File: src/rtl/alu.sv
// Single-cycle registered 8-bit ALU: eight operations selected by a 3-bit code,
// result and zero flag both captured on the rising clock edge.
module alu (
  input  logic       clk,
  input  logic       reset,
  input  logic [7:0] data1,
  input  logic [7:0] data2,
  input  logic [2:0] operation,
  output logic [7:0] result,
  output logic       zero
);

  localparam logic [2:0] OP_FWD = 3'b000;
  localparam logic [2:0] OP_ADD = 3'b001;
  localparam logic [2:0] OP_AND = 3'b010;
  localparam logic [2:0] OP_OR  = 3'b011;
  localparam logic [2:0] OP_MUL = 3'b100;
  localparam logic [2:0] OP_SLL = 3'b101;
  localparam logic [2:0] OP_SRA = 3'b110;
  localparam logic [2:0] OP_ROR = 3'b111;

  logic [7:0]        result_q, result_d;
  logic              zero_q, zero_d;

  logic [3:0]        shamt;
  logic [2:0]        rot;
  logic [7:0]        sll_v;
  logic [7:0]        sra_v;
  logic signed [7:0] sra_s;
  logic [7:0]        ror_v;

  assign shamt = data2[3:0];
  assign rot   = data2[2:0];

  // Shifts by 8..15 saturate to all-zero / all-sign.
  always_comb begin
    sll_v = shamt[3] ? 8'h00 : (data1 << shamt[2:0]);
    sra_s = $signed(data1) >>> shamt[2:0];
    sra_v = shamt[3] ? {8{data1[7]}} : sra_s;
    ror_v = (data1 >> rot) | (data1 << (4'd8 - {1'b0, rot}));
  end

  always_comb begin
    result_d = 8'h00;
    unique case (operation)
      OP_FWD:  result_d = data2;
      OP_ADD:  result_d = data1 + data2;
      OP_AND:  result_d = data1 & data2;
      OP_OR:   result_d = data1 | data2;
      OP_MUL:  result_d = data1 * data2;
      OP_SLL:  result_d = sll_v;
      OP_SRA:  result_d = sra_v;
      OP_ROR:  result_d = ror_v;
      default: result_d = 8'h00;
    endcase
    zero_d = (result_d == 8'h00);
  end

  always_ff @(posedge clk) begin
    if (reset) begin
      result_q <= 8'h00;
      zero_q   <= 1'b1;
    end else begin
      result_q <= result_d;
      zero_q   <= zero_d;
    end
  end

  assign result = result_q;
  assign zero   = zero_q;

endmodule

File: config.mk
export PLATFORM = sky130hd
export DESIGN_NAME = alu
export DESIGN_NICKNAME = d
export VERILOG_FILES = /design/src/rtl/alu.sv
export SDC_FILE = /design/constraint.sdc
export NUM_CORES = 1
export LEC_CHECK = 0
export ABC_CLOCK_PERIOD_IN_PS = 11300
export CORE_UTILIZATION = 50
export DETAILED_ROUTE_END_ITERATION = 7
export PLACE_DENSITY = 0.71
export SETUP_SLACK_MARGIN = 0.02
export SKIP_LAST_GASP = 1
export SYNTH_ARGS = -nofsm -noshare
export SYNTH_HDL_FRONTEND = slang
export SYNTH_SLANG_ARGS = --single-unit
File: constraint.sdc
create_clock -name clk -period 11.3 [get_ports clk]
set_clock_uncertainty 0.05 [all_clocks]
set_input_delay 2.825 -clock clk [delete_from_list [all_inputs] [get_ports clk]]
set_output_delay 2.825 -clock clk [all_outputs]
set_load 0.05 [all_outputs]
==> impl_summary.txt <==
----------------------------------------------------
[Hold path]
  Worst Hold Path Cells ... 2
  Startpoint of the tightest hold check path ... reset
  Path type of the worst min-delay path ... input port to flip-flop

[STA]
  Worst slew margin relative to its limit ... 41.57%
  Number of pins with negative max-slew slack in the final report ... 0
  Share of the cycle needed by the critical path after routing ... 67.39%
  Count of final setup violators ... 0
  Slew at the pin closest to its max-slew limit ... 0.8737 ns
  Hold violation total from the final report ... 0
  Post-layout minimum cycle time ... 7.615 ns
  Final-layout setup total negative slack ... 0 ns
  Setup repair after global routing missed its margin ... no
  Upper clock frequency limit ... 0.1313 GHz

[Clocking]
  CTS Hold Bufs ... 0
  Clock Path Buffers ... 2
  Clock Sink Count ... 9
  H-tree levels ... 1
  CTS Buf Count ... 3
  Root Buffer Master ... clkbuf_8
  Clk pin slew, worst setup/hold paths ... 0.05 ns
  Buffers inserted by post-CTS timing repair ... 0
  Clock tree from TritonCTS ... done
  Cts repair resizes ... 0

[Floorplan]
  Number of placement rows ... 28
  Starting density of the core ... 52.89%
  Vertical die dimension ... 81.84 um
  Die extent in x ... 81.84 um
  Placeable core region ... 0.006026 sq mm
  Area of the die ... 0.006697 sq mm
  Number of primary I/O pins ... 30

[Status]
  Status ... completed

[Cells and area]
  Filler cell count in the final layout ... 567
  Commonest non-fill, non-tap cells in the layout ... inv_1 (44), nor2_1 (35), nand2_1 (34), ha_1 (34), clkdlybuf4s50_1 (29)
  Design Area, Final ... 0.003448 sq mm
  Fraction of final layout cells with drive strength greater than 1 ... 9.901%
  Combined area of the multi-input logic cells ... 0.002623 sq mm
  Number of standard cells in the final layout excluding fillers ... 479
  Final design utilization ... 57.23%
  Total Nets Final ... 473
  Number of antenna repair diodes ... 0
  Most common library cell in the layout ignoring fill and taps ... inv_1
  Register Area ... 180.2 sq um
  Synth-to-layout area growth ... 8.206%

[Drt]
  Final routed DRC violation total ... 0
  Violation count after the first detailed-route iteration ... 307
  Detail Route Antenna Nets ... 0
  Via-to-Cell Ratio ... 6.407
  Average detailed-routed wire length per instance ... 19.56 um
  Detailed Routing Iterations Pass 1 ... 5
  Total wire length ... 9.368 mm
  Total number of vias ... 3069

[Placed design]
  Routability cong. ... 0.9569
  Sum of net half-perimeters after detailed placement ... 7.200 mm
  Number of placed instances with taps included ... 475
  Count of input and output buffers ... 29
  Instance area after placement ... 0.003403 sq mm

[Global route]
  Wire length of the first global-routing pass ... 15.11 mm
  Pin count of the biggest net entering global routing ... 33
  Total congestion overflow after global routing ... 0
  Via count of the first global-routing pass ... 2840
  Number of antenna violations at the first check in global routing ... 0
  GRT Total Usage ... 30.06%

[Setup path]
  Most used cell along the critical path ... inv_1
  Buf/Inv on CP ... 6
  CP top delay family ... adder cells
  Launch point of the worst path ... data2[2]
  Maximum net fanout on the critical path ... 26
  Worst path depth ... 19
  Slowest cell on the critical path ... fa_1
  Endpoint kind of the worst setup timing path ... flip-flop
  Setup Crit Path Kind ... input port to flip-flop
  Crit-path cells ... clkdlybuf4s50_1, buf_4, ha_1, inv_1, fa_1, fa_1, inv_1, ha_1, inv_1, fa_1, inv_1, ha_1, xnor2_1, nand2_1, o2111ai_1, a221o_1, o32ai_1, nor4b_2, o21ba_1
  Startpoint type of the worst setup path ... input port
  Critical Path RT ... 11.43 ns
  Crit path arrival time ... 7.74 ns
  CP peak stage delay ... 0.53 ns

[Synthesis]
  Flip-flop and latch count after synthesis ... 9
  Number of cells produced by synthesis ... 393
  Post-synth EDFFs ... 0
  Synthesized area divided by synthesized cell count ... 8.109 sq um
  Area share of the largest cell type after synthesis ... 13.35%
  Cells taking the most area after synthesis ... ha_1 (13%), fa_1 (8.2%), dfxtp_1 (5.7%), inv_1 (5.2%), mux2i_1 (4.7%)
  Fraction of the yosys area taken by sequential cells ... 5.654%
  Synthesis Warnings ... 0
  Post-synth cell types ... 78
  Yosys top cell by area ... ha_1
  Synthesized Nets ... 461
  Combined area of all synthesized cells ... 0.003187 sq mm
  Share of flip-flops with an asynchronous set or reset ... 0%
  Most used DFF post-synth ... dfxtp_1

[Flow run]
  Count of maximum capacitance violations ... 0

[Power]
  Switching pwr ... 0.1320 mW
  Reg power frac ... 13.0%
  Net switching share of the total power ... 46.65%
  Peak VDD IR ... 0.00004425 V
  Clk network pwr share ... 13.5%
  Logic gate share of total power ... 73.5%
  Cell Pwr Density ... 82.06 mW/mm^2
  Leakage ... 1.520 nW
  Internal portion of total power ... 0.1510 mW

----------------------------------------------------
## stage by stage
step | hold slack, ns | total power [mW] | setup WS [ns]
floorplan | 2.932 | 0.1911 | 4.548
detailed placement | 3.535 | 0.2423 | 3.510
global route | 3.352 | 0.3050 | 3.386
finish | 3.307 | 0.2830 | 3.685
CTS | 3.292 | 0.2822 | 3.729
global placement | 3.551 | 0.2408 | 3.510
## kinds of logic after synthesis
family                   share of synthesized area [%]
adder cells (fa/ha/maj)                          21.52
flip-flops                                       5.654
XOR/XNOR                                         5.654
multiplexers                                     12.01
buffers and inverters                            12.05
AO/OA/AOI/OAI                                    22.34
AND/OR/NAND/NOR                                  20.77
## synth_stat cells (4+ instances only)
cell	number
buf_6	9
ha_1	34
nand2b_1	11
nand3_1	6
nand2_1	34
inv_1	44
mux2i_1	15
mux2_2	5
nor3_1	7
dfxtp_1	9
a211oi_1	7
o211ai_1	5
nor2b_1	5
buf_2	10
a21oi_1	12
a21o_1	5
fa_1	13
mux4_2	6
or3_1	4
o21ai_0	11
xnor2_1	8
a31oi_1	5
o22ai_1	5
nor2_1	35
## state kept, by name (all words and copies together), names as in the netlist
register / flops
result: 8
zero: 1
## cell type report
class / count / share of cell area [%]
clock buffers: 4 / 1.306
inverters: 47 / 5.189
multi-input cells: 310 / 76.05
flip-flops and latches: 9 / 5.225
well taps: 75 / 2.721
repair buffers: 34 / 9.507
## routing by layer
layer  wire [um]  GRT usage [%]  share of wire, %
met4         208          8.070               2.2
met1        3949          43.00                42
met5           0              0                 0
met3         954          5.111                10
met2        4254          46.20                45
## power by group through the flow
| stage | Sequential (mW) | Combinational (mW) | Clock, mW |
|---|---|---|---|
| global placement | 0.0372 | 0.204 | 0 |
| global route | 0.0371 | 0.226 | 0.0417 |
| detailed placement | 0.0373 | 0.205 | 0 |
| finish | 0.0367 | 0.208 | 0.0382 |
| floorplan | 0.0510 | 0.140 | 0 |
| CTS | 0.0368 | 0.207 | 0.0388 |
## final timing paths
check                         endpoint  slack [ns]
setup / recovery       zero$_SDFF_PP1_        3.68
hold / removal    result[0]$_SDFF_PP0_        3.31
(Power assumes the default switching activity.)
